`src/rtl/regfile_port_sched.sv`:
```
// regfile_port_sched: per-cycle arbiter sharing the 1W/2R register file
// port between the core, the audio sample loader and the host/debug port.
//
// Ports:
//   clk, reset           clock, synchronous active-high reset
//   core_*               core request, payload, stall and read data
//   smp_*                sample loader write request and ready
//   host_*               host read/write request, ready, registered read data
//   rf_*                 register file control/data (combinational read)
//   prot_err             sticky error for a granted write to r0
//
// Optional feature: define REGFILE_SCHED_R0_PROTECT_EN to suppress writes
// to r0 and flag them on prot_err. Without it, r0 writes pass through and
// prot_err is tied low.
module regfile_port_sched #(
    parameter int WIDTH    = 32,
    parameter int REGBITS  = 4,
    parameter int WAIT_W   = 4,
    parameter int MAX_WAIT = 8
) (
    input  logic               clk,
    input  logic               reset,
    input  logic               core_req,
    input  logic               core_we,
    input  logic [REGBITS-1:0] core_src_addr,
    input  logic [REGBITS-1:0] core_dst_addr,
    input  logic [WIDTH-1:0]   core_wdata,
    output logic               core_stall,
    output logic [WIDTH-1:0]   core_rdata1,
    output logic [WIDTH-1:0]   core_rdata2,
    input  logic               smp_valid,
    input  logic [REGBITS-1:0] smp_addr,
    input  logic [WIDTH-1:0]   smp_data,
    output logic               smp_ready,
    input  logic               host_valid,
    input  logic               host_we,
    input  logic [REGBITS-1:0] host_addr,
    input  logic [WIDTH-1:0]   host_wdata,
    output logic               host_ready,
    output logic               host_rvalid,
    output logic [WIDTH-1:0]   host_rdata,
    output logic               rf_regwrite,
    output logic [REGBITS-1:0] rf_src_addr,
    output logic [REGBITS-1:0] rf_dst_addr,
    output logic [WIDTH-1:0]   rf_data_in,
    input  logic [WIDTH-1:0]   rf_data_out1,
    input  logic [WIDTH-1:0]   rf_data_out2,
    output logic               prot_err
);

    localparam logic [WAIT_W-1:0] MAX_W = WAIT_W'(MAX_WAIT);

    logic              rr_ptr;
    logic [WAIT_W-1:0] wait_smp;
    logic [WAIT_W-1:0] wait_host;

    logic gnt_core;
    logic gnt_smp;
    logic gnt_host;
    logic smp_urgent;
    logic host_urgent;
    logic wr_req;

    // Starvation counter: counts cycles a valid request goes unserved,
    // saturating at MAX_WAIT; any grant or dropped request clears it.
    function automatic logic [WAIT_W-1:0] next_wait(
        input logic              valid,
        input logic              gnt,
        input logic [WAIT_W-1:0] cnt
    );
        if (!valid || gnt)
            return '0;
        else if (cnt == MAX_W)
            return cnt;
        else
            return cnt + WAIT_W'(1);
    endfunction

    assign smp_urgent  = smp_valid  && (wait_smp  == MAX_W);
    assign host_urgent = host_valid && (wait_host == MAX_W);

    always_comb begin
        gnt_core = 1'b0;
        gnt_smp  = 1'b0;
        gnt_host = 1'b0;
        if (reset) begin
            gnt_core = 1'b0;
        end else if (smp_urgent && host_urgent) begin
            gnt_host = rr_ptr;
            gnt_smp  = ~rr_ptr;
        end else if (smp_urgent) begin
            gnt_smp = 1'b1;
        end else if (host_urgent) begin
            gnt_host = 1'b1;
        end else if (core_req) begin
            gnt_core = 1'b1;
        end else if (smp_valid && host_valid) begin
            gnt_host = rr_ptr;
            gnt_smp  = ~rr_ptr;
        end else if (smp_valid) begin
            gnt_smp = 1'b1;
        end else if (host_valid) begin
            gnt_host = 1'b1;
        end
    end

    always_comb begin
        wr_req      = 1'b0;
        rf_src_addr = '0;
        rf_dst_addr = '0;
        rf_data_in  = '0;
        if (gnt_core) begin
            wr_req      = core_we;
            rf_src_addr = core_src_addr;
            rf_dst_addr = core_dst_addr;
            rf_data_in  = core_wdata;
        end else if (gnt_smp) begin
            wr_req      = 1'b1;
            rf_dst_addr = smp_addr;
            rf_data_in  = smp_data;
        end else if (gnt_host) begin
            wr_req      = host_we;
            rf_src_addr = host_addr;
            rf_dst_addr = host_addr;
            rf_data_in  = host_wdata;
        end
    end

`ifdef REGFILE_SCHED_R0_PROTECT_EN
    logic wr_r0;

    // r0 is hardwired zero for the core; block every requester from it.
    assign wr_r0       = wr_req && (rf_dst_addr == '0);
    assign rf_regwrite = wr_req && !wr_r0;

    always_ff @(posedge clk) begin
        if (reset)
            prot_err <= 1'b0;
        else if (wr_r0)
            prot_err <= 1'b1;
    end
`else
    assign rf_regwrite = wr_req;
    assign prot_err    = 1'b0;
`endif

    assign core_stall  = core_req && !gnt_core;
    assign smp_ready   = gnt_smp;
    assign host_ready  = gnt_host;
    assign core_rdata1 = rf_data_out1;
    assign core_rdata2 = rf_data_out2;

    always_ff @(posedge clk) begin
        if (reset) begin
            rr_ptr      <= 1'b0;
            wait_smp    <= '0;
            wait_host   <= '0;
            host_rvalid <= 1'b0;
            host_rdata  <= '0;
        end else begin
            if (gnt_smp || gnt_host)
                rr_ptr <= ~rr_ptr;
            wait_smp    <= next_wait(smp_valid, gnt_smp, wait_smp);
            wait_host   <= next_wait(host_valid, gnt_host, wait_host);
            host_rvalid <= gnt_host && !host_we;
            if (gnt_host && !host_we)
                host_rdata <= rf_data_out1;
        end
    end

endmodule

```
`config.mk`:
```
export PLATFORM = sky130hd
export DESIGN_NAME = regfile_port_sched
export DESIGN_NICKNAME = d
export VERILOG_FILES = /design/src/rtl/regfile_port_sched.sv
export SDC_FILE = /design/constraint.sdc
export NUM_CORES = 1
export LEC_CHECK = 0
export ABC_AREA = 0
export BUFFER_PORTS_ARGS = -buffer_cell sky130_fd_sc_hd__buf_2
export CAP_MARGIN = 10
export CORE_MARGIN = 8
export CORE_UTILIZATION = 28
export DETAILED_ROUTE_END_ITERATION = 12
export GPL_ROUTABILITY_DRIVEN = 0
export PLACE_DENSITY = 0.69
export SYNTH_ARGS = -nofsm -noshare
export SYNTH_HDL_FRONTEND = slang
export SYNTH_SLANG_ARGS = --single-unit
```
`constraint.sdc`:
```
create_clock -name clk -period 2.3 [get_ports clk]
set_input_delay 0.345 -clock clk [delete_from_list [all_inputs] [get_ports clk]]
set_output_delay 0.345 -clock clk [all_outputs]
set_load 0.02 [all_outputs]
```
==> results of run 1 <==
## placed cells by master, fill, tap and decap left out, types with 2 or more instances in the layout
cell / count
sky130_fd_sc_hd__nand3_1: 5
sky130_fd_sc_hd__a22o_1: 4
sky130_fd_sc_hd__xnor2_1: 3
sky130_fd_sc_hd__a221o_1: 4
sky130_fd_sc_hd__mux2_4: 29
sky130_fd_sc_hd__dfxtp_2: 4
sky130_fd_sc_hd__a31oi_4: 2
sky130_fd_sc_hd__and3b_1: 2
sky130_fd_sc_hd__buf_12: 8
sky130_fd_sc_hd__buf_4: 26
sky130_fd_sc_hd__o211ai_1: 66
sky130_fd_sc_hd__ha_4: 2
sky130_fd_sc_hd__dfxtp_1: 38
sky130_fd_sc_hd__inv_1: 5
sky130_fd_sc_hd__nor2b_1: 36
sky130_fd_sc_hd__and2_1: 3
sky130_fd_sc_hd__buf_2: 248
sky130_fd_sc_hd__nor2_1: 9
sky130_fd_sc_hd__nand2_1: 71
sky130_fd_sc_hd__a21oi_1: 3
sky130_fd_sc_hd__clkinvlp_4: 2
sky130_fd_sc_hd__mux2_2: 4
sky130_fd_sc_hd__ha_1: 2
sky130_fd_sc_hd__clkbuf_16: 8
sky130_fd_sc_hd__nand3b_1: 2
sky130_fd_sc_hd__inv_2: 4
## logic make-up (layout without fill, tap and decap cells)
kind of cell / after synthesis / in the layout / share of synthesized area, %
AND/OR/NAND/NOR: 136 / 136 / 19.3
buffers and inverters: 105 / 303 / 19.8
adder cells (fa/ha/maj): 6 / 6 / 2.03
AO/OA/AOI/OAI: 88 / 89 / 19.2
flip-flops: 42 / 42 / 24.4
other: 1 / 1 / 0.109
XOR/XNOR: 4 / 4 / 1.02
multiplexers: 34 / 34 / 14.2
## worst max-delay path, stage by stage, from the launching register on
cell                       delay (ns)
sky130_fd_sc_hd__dfxtp_2         0.34
sky130_fd_sc_hd__inv_2           0.05
sky130_fd_sc_hd__ha_4            0.16
sky130_fd_sc_hd__and3b_1         0.19
sky130_fd_sc_hd__maj3_2          0.40
sky130_fd_sc_hd__buf_12          0.18
sky130_fd_sc_hd__o211ai_1        0.20
sky130_fd_sc_hd__o211ai_1        0.16
sky130_fd_sc_hd__buf_4           0.19
## power by group
part           leakage [nW]  internal, mW  switching, mW
Sequential            0.342         0.750         0.0129
Combinational          2.05         0.328          0.409
Clock                0.0664         0.405          0.298
## through the flow
step                      worst slack (ns)  TNS [ns]  instances  power [mW]  cell area (µm²)
after global placement              0.0565         0        741        1.46             4520
final                               -0.207     -5.39        762        2.20             4960
after detailed placement            0.0285         0        741        1.46             4520
after global routing                -0.282     -9.86        762        2.32             4960
after CTS                           -0.230     -6.08        760        2.23             4890
after floorplan                     0.0246         0        416        1.25             3450
## routing by layer
metal / share of wire [%] / vias up / wire, µm
met5: 0 / - / 0
li1: - / 1779 / -
met3: 10 / 17 / 1470
met4: 1.7 / 0 / 242
met1: 38 / 1692 / 5430
met2: 50 / 233 / 7210
## final cells by class
class                   count  area [µm²]  area share [%]
well taps                 147         184            3.71
clock inverters             3        23.8           0.480
inverters                   9        33.8           0.681
multi-input cells         270        2050            41.3
flip-flops and latches     42         846            17.1
clock buffers               5         125            2.52
repair buffers            286        1700            34.3
## path summary, 6_finish.rpt
| check | end | start |
|---|---|---|
| setup reg to reg | host_rdata[8] | wait_smp[0] |
| setup / recovery | rf_data_in[4] | wait_smp[0] |
| hold reg to reg | wait_host[1] | wait_host[1] |
| hold / removal | host_rdata[7] | rf_data_out1[7] |
## timing repair
item                       CTS  global route
pin swaps                   19            15
resized for setup           33             9
hold endpoints to repair     0             0
setup buffers                8             3
setup endpoints to repair   44            42
cloned                       4             1
## registers in the layout, summed over array words and instances (netlist names)
register     count
host_rdata      32
wait_host        4
wait_smp         4
host_rvalid      1
rr_ptr           1
==> results by group, run 1 <==
Status
  – Status: complete, but fails checks
  – Violations in the final reports: negative setup slack

Pwr
  – Cell leakage power: 2.46 nW
  – VDD IR max: 365 µV
  – Power density over the cells: 444 nW/µm²

Clocking
  – Number of clock buffers inserted by TritonCTS: 5
  – Level count of the clock H-tree: 2
  – CTS tree: yes
  – Clock root buffer: sky130_fd_sc_hd__clkbuf_16
  – TritonCTS Sinks: 42
  – Max clock buf depth: 2
  – Count of hold buffers inserted by post-cts repair: 0
  – Clock latency at the later pin of the worst-skew pair: 0.29 ns
  – Reg clk slew, reported paths: 0.06 ns

Synthesis
  – Cell accounting for the most synthesized area: sky130_fd_sc_hd__dfxtp_1
  – Biggest area contributors in the synthesized netlist: sky130_fd_sc_hd__dfxtp_1, sky130_fd_sc_hd__buf_4, sky130_fd_sc_hd__o211ai_1
  – Syn avg cell area: 8.30 µm²
  – Post-synthesis instance area: 3450 µm²
  – Share of flip-flops with an asynchronous set or reset: 0%
  – Count of cell types in the netlist: 40
  – Fraction of the yosys area taken by sequential cells: 24.4%
  – Most frequently used flop master after synthesis: sky130_fd_sc_hd__dfxtp_1
  – Synth Net Count: 603
  – Count of warnings emitted by yosys: 0
  – Number of synthesized register bits: 42
  – Most numerous cell types in the synthesized netlist: sky130_fd_sc_hd__nand2_1, sky130_fd_sc_hd__buf_4, sky130_fd_sc_hd__o211ai_1, sky130_fd_sc_hd__dfxtp_1, sky130_fd_sc_hd__nor2b_1
  – Share of the synthesized area in the top cell type: 24.4%
  – Number of flops mapped to enable cells by yosys: 0
  – Most used standard cell by instance count after synthesis: sky130_fd_sc_hd__nand2_1
  – Gate Count Post-Synth: 416

Cells and area
  – Synthesis-to-finish area growth: 43.7%
  – Antenna cells: 0
  – Number of nets in the final layout: 801
  – Fraction of the core area covered by cells at the end of the flow: 41.3%
  – Share of final-layout standard cells stronger than drive strength 1: 56.7%
  – Fillcell total: 1256

Min path
  – Path type of the worst min-delay path: in -> reg
  – Hold-critical path depth: 2

Routing
  – Count of routing violations after the opening detailed-route iteration: 146
  – DRC: 0
  – Vias per cell: 4.88
  – Number of optimization iterations in the first detailed-route pass: 4
  – Remaining antenna violation count: 0
  – Average wire per cell in the routed design: 18.8 µm
  – Wire length after detailed routing: 14400 µm
  – Routed vias: 3721

STA
  – Max-slew violation count: 0
  – Max frequency: 399 MHz
  – Hold Violations, Final: 0
  – Clk_skew: 0.00848 ns
  – Post-route fraction of the period consumed by the critical path: 109%
  – RSZ-0062 raised after global routing: yes
  – Setup violators final: 37
  – Final Hold Slack: 0.291 ns
  – Fin crit period: 2.51 ns
  – Worst Slack Setup Final: -0.207 ns

Floorplanning
  – Initial standard-cell utilization of the core: 28.7%
  – Number of top-level design ports: 325
  – Core footprint: 12000 µm²
  – Die outline area: 16100 µm²
  – Number of placement rows: 40
  – Vert. Die Dim: 127 µm
  – Horizontal die dimension: 127 µm

GRT
  – Final global-route overflow total: 0
  – Maximum number of pins on one net before global-route repair: 34
  – Total GRT Usage: 16.6%
  – Number of global-route vias before repair: 3908
  – First-pass GRT wire length: 21500 µm
  – Initial antenna violation count: 1
  – Global routing usage on met1: 17.9%
  – Global-route met3 utilization: 5.45%
  – Met2 Usage GRT: 30.2%
  – Layer carrying the most global-route usage: met2

Critical path
  – CP Launch Type: flop
  – Maximum fanout along the worst path: 8
  – R2R Setup Slk: 0.22 ns
  – Number of cells on the worst reg-to-reg path: 8
  – Signal arrival time at the worst endpoint: 2.16 ns
  – CP Capture Type: output port
  – CP required: 1.96 ns
  – Setup CP Type: reg -> out

Placed design
  – Placed wire-length estimate: 11100 µm
  – Number of port buffers: 259

Flow run
  – # Max-Cap Violations: 0
(Power assumes the default switching activity.)
==> inputs of run 2 (changes only) <==
Settings changed: ABC_AREA 0 to 1, CORE_AREA set to 8 8 119 121, CORE_MARGIN 8 to unset, CORE_UTILIZATION 28 to unset, DIE_AREA set to 0 0 127 129, PLACE_DENSITY 0.69 to 0.67.
==> run 2 against run 1 <==
Net effect: the run now ends clean; cell area down 1.7%; non-clock buffer count increased by 1; clock skew up 0.0028 ns; via count grew 8.2%; largest cell class is now non-clock buffers.
==> results by group, run 2 <==
Status
  – Status: complete, no violations

Cells and area
  – Largest Register: host_rdata
  – Most common cell after layout, fill and taps aside: sky130_fd_sc_hd__buf_2
  – Top library cells by usage in the layout, fill and taps aside: sky130_fd_sc_hd__buf_2, sky130_fd_sc_hd__nand2_1, sky130_fd_sc_hd__nor2_1
  – Fraction of the core area covered by cells at the end of the flow: 39.6% (-1.7 points)
  – Max reg flops: 32 (unchanged)
  – Number of nets in the final layout: 913 (+14%)
  – Synthesis-to-finish area growth: 52.9%
  – Combined area of the multi-input logic cells: 1660 µm² (-19%)
  – Share of final-layout standard cells stronger than drive strength 1: 45.3% (-11 points)
  – Fillcell total: 1347 (+7.2%)
  – Largest registers: host_rdata x32, wait_host x4, wait_smp x4
  – Register Area: 848 µm² (+0.30%)

Synthesis
  – Most frequently used flop master after synthesis: sky130_fd_sc_hd__dfxtp_1
  – Gate Count Post-Synth: 523 (+26%)
  – Count of cell types in the netlist: 24 (-40%)
  – Number of synthesized register bits: 42 (unchanged)
  – Syn avg cell area: 6.10 µm² (-27%)
  – Biggest area contributors in the synthesized netlist: sky130_fd_sc_hd__dfxtp_1, sky130_fd_sc_hd__nand2_1, sky130_fd_sc_hd__buf_4
  – Share of flip-flops with an asynchronous set or reset: 0% (unchanged)
  – Most used standard cell by instance count after synthesis: sky130_fd_sc_hd__nand2_1
  – Post-synthesis instance area: 3190 µm² (-7.6%)
  – Count of warnings emitted by yosys: 0 (unchanged)
  – Share of the synthesized area in the top cell type: 26.4% (+2.0 points)
  – Fraction of the yosys area taken by sequential cells: 26.4% (+2.0 points)
  – Synth Net Count: 710 (+18%)
  – Cell accounting for the most synthesized area: sky130_fd_sc_hd__dfxtp_1
  – Most numerous cell types in the synthesized netlist: sky130_fd_sc_hd__nand2_1, sky130_fd_sc_hd__nor2_1, sky130_fd_sc_hd__buf_4, sky130_fd_sc_hd__inv_1, sky130_fd_sc_hd__nand3_1
  – Number of flops mapped to enable cells by yosys: 0 (unchanged)

Routing
  – Routed length on met3: 1390 µm (-5.2%)
  – Count of routing violations after the opening detailed-route iteration: 149 (+2.1%)
  – Number of optimization iterations in the first detailed-route pass: 4 (unchanged)
  – Vias per cell: 4.57 (-6.3%)
  – Total routed wire length on the met1 layer: 5610 µm (+3.3%)
  – DRC: 0 (unchanged)
  – Total met2 wirelength after detailed routing: 7890 µm (+9.5%)
  – Average wire per cell in the routed design: 17.3 µm (-7.9%)
  – Routed vias: 4025 (+8.2%)
  – Wire length after detailed routing: 15300 µm (+6.4%)
  – Top layer in use: met4
  – Remaining antenna violation count: 0 (unchanged)

Critical path
  – CP max stage delay: 0.36 ns (-0.04 ns)
  – Most frequent cell on the critical path: sky130_fd_sc_hd__nand3_1
  – List of cells traversed by the critical path: inv_2 -> ha_4 -> nand4_4 -> nand3_1 -> nor2_4 -> buf_12 -> clkbuf_16 -> nand2_1 -> nand3_1 -> buf_2
  – Capture point of the worst reg-to-reg path: host_rdata[15]
  – CP required: 1.96 ns (about the same)
  – Maximum fanout along the worst path: 17 (+9)
  – CP Launch Type: flop
  – Setup CP Type: reg -> out
  – Crit path max-delay cell type: sky130_fd_sc_hd__dfxtp_2
  – Signal arrival time at the worst endpoint: 1.92 ns (-0.24 ns)
  – Number of cells on the worst reg-to-reg path: 9 (+1)
  – CP Capture Type: output port
  – Source of the worst register-to-register timing path: wait_host[1]
  – R2R Setup Slk: 0.54 ns (+0.32 ns)

Placed design
  – Placed wire-length estimate: 11200 µm (+0.67%)
  – Minimum setup slack after placement: 0.142 ns (+0.114 ns)
  – Number of port buffers: 259 (unchanged)

Pwr
  – Switching part of the total: 31.0% (-1.7 points)
  – Cell leakage power: 2.71 nW (+9.9%)
  – Logic gate share of total power: 30.7% (-2.7 points)
  – Net switching power of the design: 0.707 mW (-1.7%)
  – Power density over the cells: 468 nW/µm² (+5.2%)
  – Internal cell power: 1.57 mW (+6.0%)
  – Clock share of power: 36.0% (+4.1 points)
  – VDD IR max: 394 µV (+8.0%)
  – Seq pwr share: 33.3% (-1.3 points)

Floorplanning
  – Vert. Die Dim: 129 µm (+1.6%)
  – Horizontal die dimension: 127 µm (about the same)
  – Die outline area: 16400 µm² (+1.6%)
  – Core footprint: 12300 µm² (+2.5%)
  – Number of top-level design ports: 325 (unchanged)
  – Initial standard-cell utilization of the core: 25.9% (-2.8 points)
  – Number of placement rows: 41 (+2.5%)

Clocking
  – Max clock buf depth: 2 (unchanged)
  – CTS tree: yes
  – Number of clock buffers inserted by TritonCTS: 5 (unchanged)
  – Level count of the clock H-tree: 2 (unchanged)
  – Clock root buffer: sky130_fd_sc_hd__clkbuf_16
  – Reg clk slew, reported paths: 0.07 ns (about the same)
  – TritonCTS Sinks: 42 (unchanged)
  – Clock latency at the later pin of the worst-skew pair: 0.28 ns (about the same)

GRT
  – Initial antenna violation count: 5 (+4)
  – Maximum number of pins on one net before global-route repair: 38 (+12%)
  – Number of global-route vias before repair: 4028 (+3.1%)
  – Final global-route overflow total: 0 (unchanged)
  – First-pass GRT wire length: 20900 µm (-2.6%)
  – Total GRT Usage: 16.1% (-0.43 points)

STA
  – RSZ-0062 raised after global routing: yes
  – Hold Violations, Final: 0 (unchanged)
  – Max frequency: 442 MHz (+11%)
  – Fin crit period: 2.26 ns (-0.247 ns)
  – Clk_skew: 0.0113 ns (+0.00277 ns)
  – Worst slew slack as a fraction of its limit: 65.2%
  – Worst Slack Setup Final: 0.0394 ns (+0.247 ns)
  – Setup violators final: 0 (-100%)
  – Max-slew violation count: 0 (unchanged)
  – Slew of the pin with the lowest slew margin: 0.521 ns
  – Post-route fraction of the period consumed by the critical path: 98.3% (-11 points)

Min path
  – Hold-critical path depth: 5 (+3)
  – Path type of the worst min-delay path: in -> reg
  – Min-Delay Endpoint: host_rdata[9]
  – Hold wc startpoint: rf_data_out1[9]

Flow run
  – # Max-Cap Violations: 0 (unchanged)
run 2: worst max-delay path: cells and delay by family, from the launching register on:
family	cells	cell delay, ns
buf+inv	4	0.54
simple gates	5	0.54
flops	1	0.36
fa+ha+maj	1	0.17
run 2: cell families (layout without fill, tap and decap cells):
family / after synthesis / count (layout) / share of synthesized area (%)
compound gates: 10 / 10 / 1.81
xor+xnor: 3 / 3 / 0.824
fa+ha+maj: 4 / 4 / 1.57
buf+inv: 140 / 344 / 25.3
flops: 42 / 42 / 26.4
other cells: 1 / 4 / 0.118
simple gates: 323 / 323 / 44.0
run 2: how the worst max path moves through the flow:
stage	startpoint	end	slack (ns)	cells after the start
finish	wait_host[0]	rf_data_in[15]	0.04	10
floorplan	wait_host[0]	rf_data_in[22]	0.29	10
detailed placement	wait_host[0]	rf_dst_addr[3]	0.14	9
global route	wait_host[1]	rf_data_in[1]	-0.08	11
CTS	wait_smp[1]	rf_data_in[26]	0.0008	11
global placement	wait_host[0]	rf_dst_addr[2]	0.21	9
run 2: power groups by stage:
stage	combinational (mW)	clock, mW	sequential, mW
after CTS	0.625	0.850	0.761
after global routing	0.755	0.882	0.763
after detailed placement	0.596	0	0.776
after global placement	0.595	0	0.775
final	0.700	0.820	0.760
after floorplan	0.408	0	0.794
run 2: routing by layer:
metal | up-vias | track usage (%)
li1 | 1980 | -
met1 | 1818 | 17.3
met2 | 204 | 29.0
met3 | 23 | 5.50
met4 | 0 | 5.60
met5 | - | 0
run 2: final cells by class:
class | count | area share [%]
Timing Repair Buffer | 287 | 37.1
Multi-Input combinational cell | 341 | 34.0
Sequential cell | 42 | 17.4
Inverter | 49 | 3.98
Tap cell | 150 | 3.85
Clock buffer | 5 | 2.57
Clock inverter | 3 | 1.00
Antenna cell | 3 | 0.154
run 2: repair_timing:
| item | CTS | global route |
|---|---|---|
| gates cloned | 1 | 9 |
| hold buffers | 0 | 0 |
| setup endpoints to repair | 40 | 41 |
| setup buffers | 2 | 6 |
| pin swaps | 3 | 6 |
| endpoints found under the hold margin | 0 | 0 |
| gates resized for setup | 27 | 49 |
run 2: per-stage QoR:
stage	hold WS [ns]	cell area [µm²]	std cells	power (mW)	TNS [ns]
6_report	0.391	4870	880	2.28	0
3_5_place_dp	0.467	4170	851	1.37	0
5_1_grt	0.421	4870	880	2.40	-0.852
3_3_place_gp	0.456	4170	851	1.37	0
4_1_cts	0.388	4480	862	2.24	0
2_1_floorplan	0.491	3190	523	1.20	0
==> inputs of run 3 (changes only) <==
Settings changed: RECOVER_POWER set to 100.
==> run 3 against run 2 <==
Net effect: wire length hardly changed; sequential cell count stayed put; sequential power hardly changed; cell area is 1.7% lower; sequential share of layout area is 0.30 points higher; total power is 0.53% lower; hold slack better by 0.0038 ns; worst setup slack hardly changed; count of clock-buffer cells in the layout stayed put; final cell count stayed put; non-clock buffer count stayed put; critical path depth stayed put; critical endpoint unchanged; highest routed layer unchanged.
==> results by group, run 3 (same netlist as run 2, synthesis figures left out) <==
GRT
  – Maximum number of pins on one net before global-route repair: 38 (unchanged)
  – Initial antenna violation count: 5 (unchanged)
  – Final global-route overflow total: 0 (unchanged)
  – Total GRT Usage: 16.1% (unchanged)
  – Number of global-route vias before repair: 4028 (unchanged)
  – First-pass GRT wire length: 20900 µm (unchanged)

STA
  – Max-slew violation count: 0 (unchanged)
  – Setup violators final: 0 (unchanged)
  – Slew of the pin with the lowest slew margin: 0.514 ns (-0.00681 ns)
  – RSZ-0062 raised after global routing: yes
  – Max frequency: 442 MHz (about the same)
  – Setup TNS: 0 ns (unchanged)
  – Worst slew slack as a fraction of its limit: 65.7% (+0.45 points)
  – Clk_skew: 0.0105 ns (-0.000800 ns)
  – Hold Violations, Final: 0 (unchanged)
  – Post-route fraction of the period consumed by the critical path: 98.3% (about the same)
  – Fin crit period: 2.26 ns (+0.0000775 ns)

Placed design
  – Instance count after placement with tap cells included: 851 (unchanged)
  – Placed wire-length estimate: 11200 µm (unchanged)
  – Number of port buffers: 259 (unchanged)

Floorplanning
  – Horizontal die dimension: 127 µm (unchanged)
  – Vert. Die Dim: 129 µm (unchanged)
  – Die outline area: 16400 µm² (unchanged)
  – Number of placement rows: 41 (unchanged)
  – Initial standard-cell utilization of the core: 25.9% (unchanged)
  – Number of top-level design ports: 325 (unchanged)
  – Core footprint: 12300 µm² (unchanged)

Clocking
  – CTS tree: yes
  – Clock root buffer: sky130_fd_sc_hd__clkbuf_16
  – Number of clock buffers inserted by TritonCTS: 5 (unchanged)
  – Level count of the clock H-tree: 2 (unchanged)
  – Clock latency at the later pin of the worst-skew pair: 0.28 ns (about the same)
  – TritonCTS Sinks: 42 (unchanged)
  – Max clock buf depth: 2 (unchanged)
  – Reg clk slew, reported paths: 0.07 ns (about the same)

Routing
  – Wire length after detailed routing: 15300 µm (about the same)
  – Average wire per cell in the routed design: 17.4 µm (about the same)
  – Total met2 wirelength after detailed routing: 7920 µm (+0.41%)
  – Count of routing violations after the opening detailed-route iteration: 136 (-8.7%)
  – Routed vias: 4060 (+0.87%)
  – Total routed wire length on the met1 layer: 5700 µm (+1.6%)
  – Routed length on met3: 1280 µm (-8.3%)
  – Vias per cell: 4.61 (+0.87%)
  – Number of optimization iterations in the first detailed-route pass: 5 (+1)
  – Remaining antenna violation count: 0 (unchanged)
  – DRC: 0 (unchanged)
  – Top layer in use: met4

Cells and area
  – Share of final-layout standard cells stronger than drive strength 1: 36.3% (-8.9 points)
  – Synthesis-to-finish area growth: 50.4%
  – Most common cell after layout, fill and taps aside: sky130_fd_sc_hd__buf_2
  – Fin cells: 880 (unchanged)
  – Largest Register: host_rdata
  – Fraction of the core area covered by cells at the end of the flow: 38.9% (-0.66 points)
  – Largest registers: host_rdata x32, wait_host x4, wait_smp x4
  – Register Area: 848 µm² (unchanged)
  – Max reg flops: 32 (unchanged)
  – Number of nets in the final layout: 913 (unchanged)
  – Top library cells by usage in the layout, fill and taps aside: sky130_fd_sc_hd__buf_2, sky130_fd_sc_hd__nand2_1, sky130_fd_sc_hd__nor2_1
  – Fillcell total: 1379 (+2.4%)
  – Combined area of the multi-input logic cells: 1660 µm² (unchanged)

Critical path
  – Maximum fanout along the worst path: 17 (unchanged)
  – CP Capture Type: output port
  – Signal arrival time at the worst endpoint: 1.92 ns (about the same)
  – CP required: 1.96 ns (about the same)
  – CP Launch Type: flop
  – Setup CP Type: reg -> out

Status
  – Status: complete, no violations

Pwr
  – Design Power: 2.27 mW (-0.53%)
  – Cell leakage power: 2.48 nW (-8.5%)
  – Power density over the cells: 473 nW/µm² (+1.2%)
  – VDD IR max: 395 µV (+0.28%)

Min path
  – Path type of the worst min-delay path: in -> reg

Flow run
  – # Max-Cap Violations: 0 (unchanged)
run 3: cell count changes in the layout (fill, tap and decap cells not counted), sizes merged:
| cell | change |
|---|---|
| clkbuf | +65 |
| buf | -65 |
run 3: per-stage QoR:
step | area [µm²] | hold WS [ns] | setup WS [ns]
after floorplan | 3190 | 0.491 | 0.293
after global placement | 4170 | 0.456 | 0.209
after detailed placement | 4170 | 0.467 | 0.142
after CTS | 4480 | 0.388 | 0.000767
after global routing | 4790 | 0.424 | -0.0848
final | 4790 | 0.395 | 0.0393
run 3: per-layer routing:
layer  track usage [%]  vias up
met2              29.0      216
met1              17.3     1842
met3              5.50       23
met4              5.60        0
li1                  -     1979
met5                 0        -
run 3: worst paths after layout:
check	start	to	slack [ns]	cells past startpoint
worst max-delay path	wait_host[0]	rf_data_in[15]	0.04	10
worst min-delay path	rf_data_out1[9]	host_rdata[9]	0.39	5
worst max register to register	wait_host[1]	host_rdata[15]	0.53	9
worst min register to register	host_rdata[8]	host_rdata[8]	0.48	2
run 3: power breakdown:
part	total, mW	internal, mW	switching, mW
clock	0.819	0.519	0.299
combinational	0.688	0.293	0.395
sequential	0.761	0.748	0.0133
total	2.27	1.56	0.708
run 3: timing repair:
| action | CTS | global route |
|---|---|---|
| pin swaps | 3 | 6 |
| buffers inserted | 2 | 6 |
| hold buffers | 0 | 0 |
| resized for setup | 27 | 49 |
| gates cloned | 1 | 9 |
| endpoints found under the setup margin | 40 | 41 |
run 3: worst max-delay path: stages, from the launching register on:
cell and delay [ns]:
sky130_fd_sc_hd__dfxtp_2 0.36, sky130_fd_sc_hd__inv_2 0.06, sky130_fd_sc_hd__ha_4 0.17, sky130_fd_sc_hd__nand4_4 0.13, sky130_fd_sc_hd__nand3_1 0.15, sky130_fd_sc_hd__nor2_4 0.13
sky130_fd_sc_hd__buf_12 0.14, sky130_fd_sc_hd__clkbuf_16 0.17, sky130_fd_sc_hd__nand2_1 0.05, sky130_fd_sc_hd__nand3_1 0.08, sky130_fd_sc_hd__buf_2 0.17
run 3: cell type report:
cell class / count / area share (%)
diodes: 3 / 0.157
clock buffers: 5 / 2.61
multi-input cells: 341 / 34.6
inverters: 49 / 4.05
repair buffers: 287 / 36.0
clock inverters: 3 / 1.02
flip-flops and latches: 42 / 17.7
well taps: 150 / 3.92
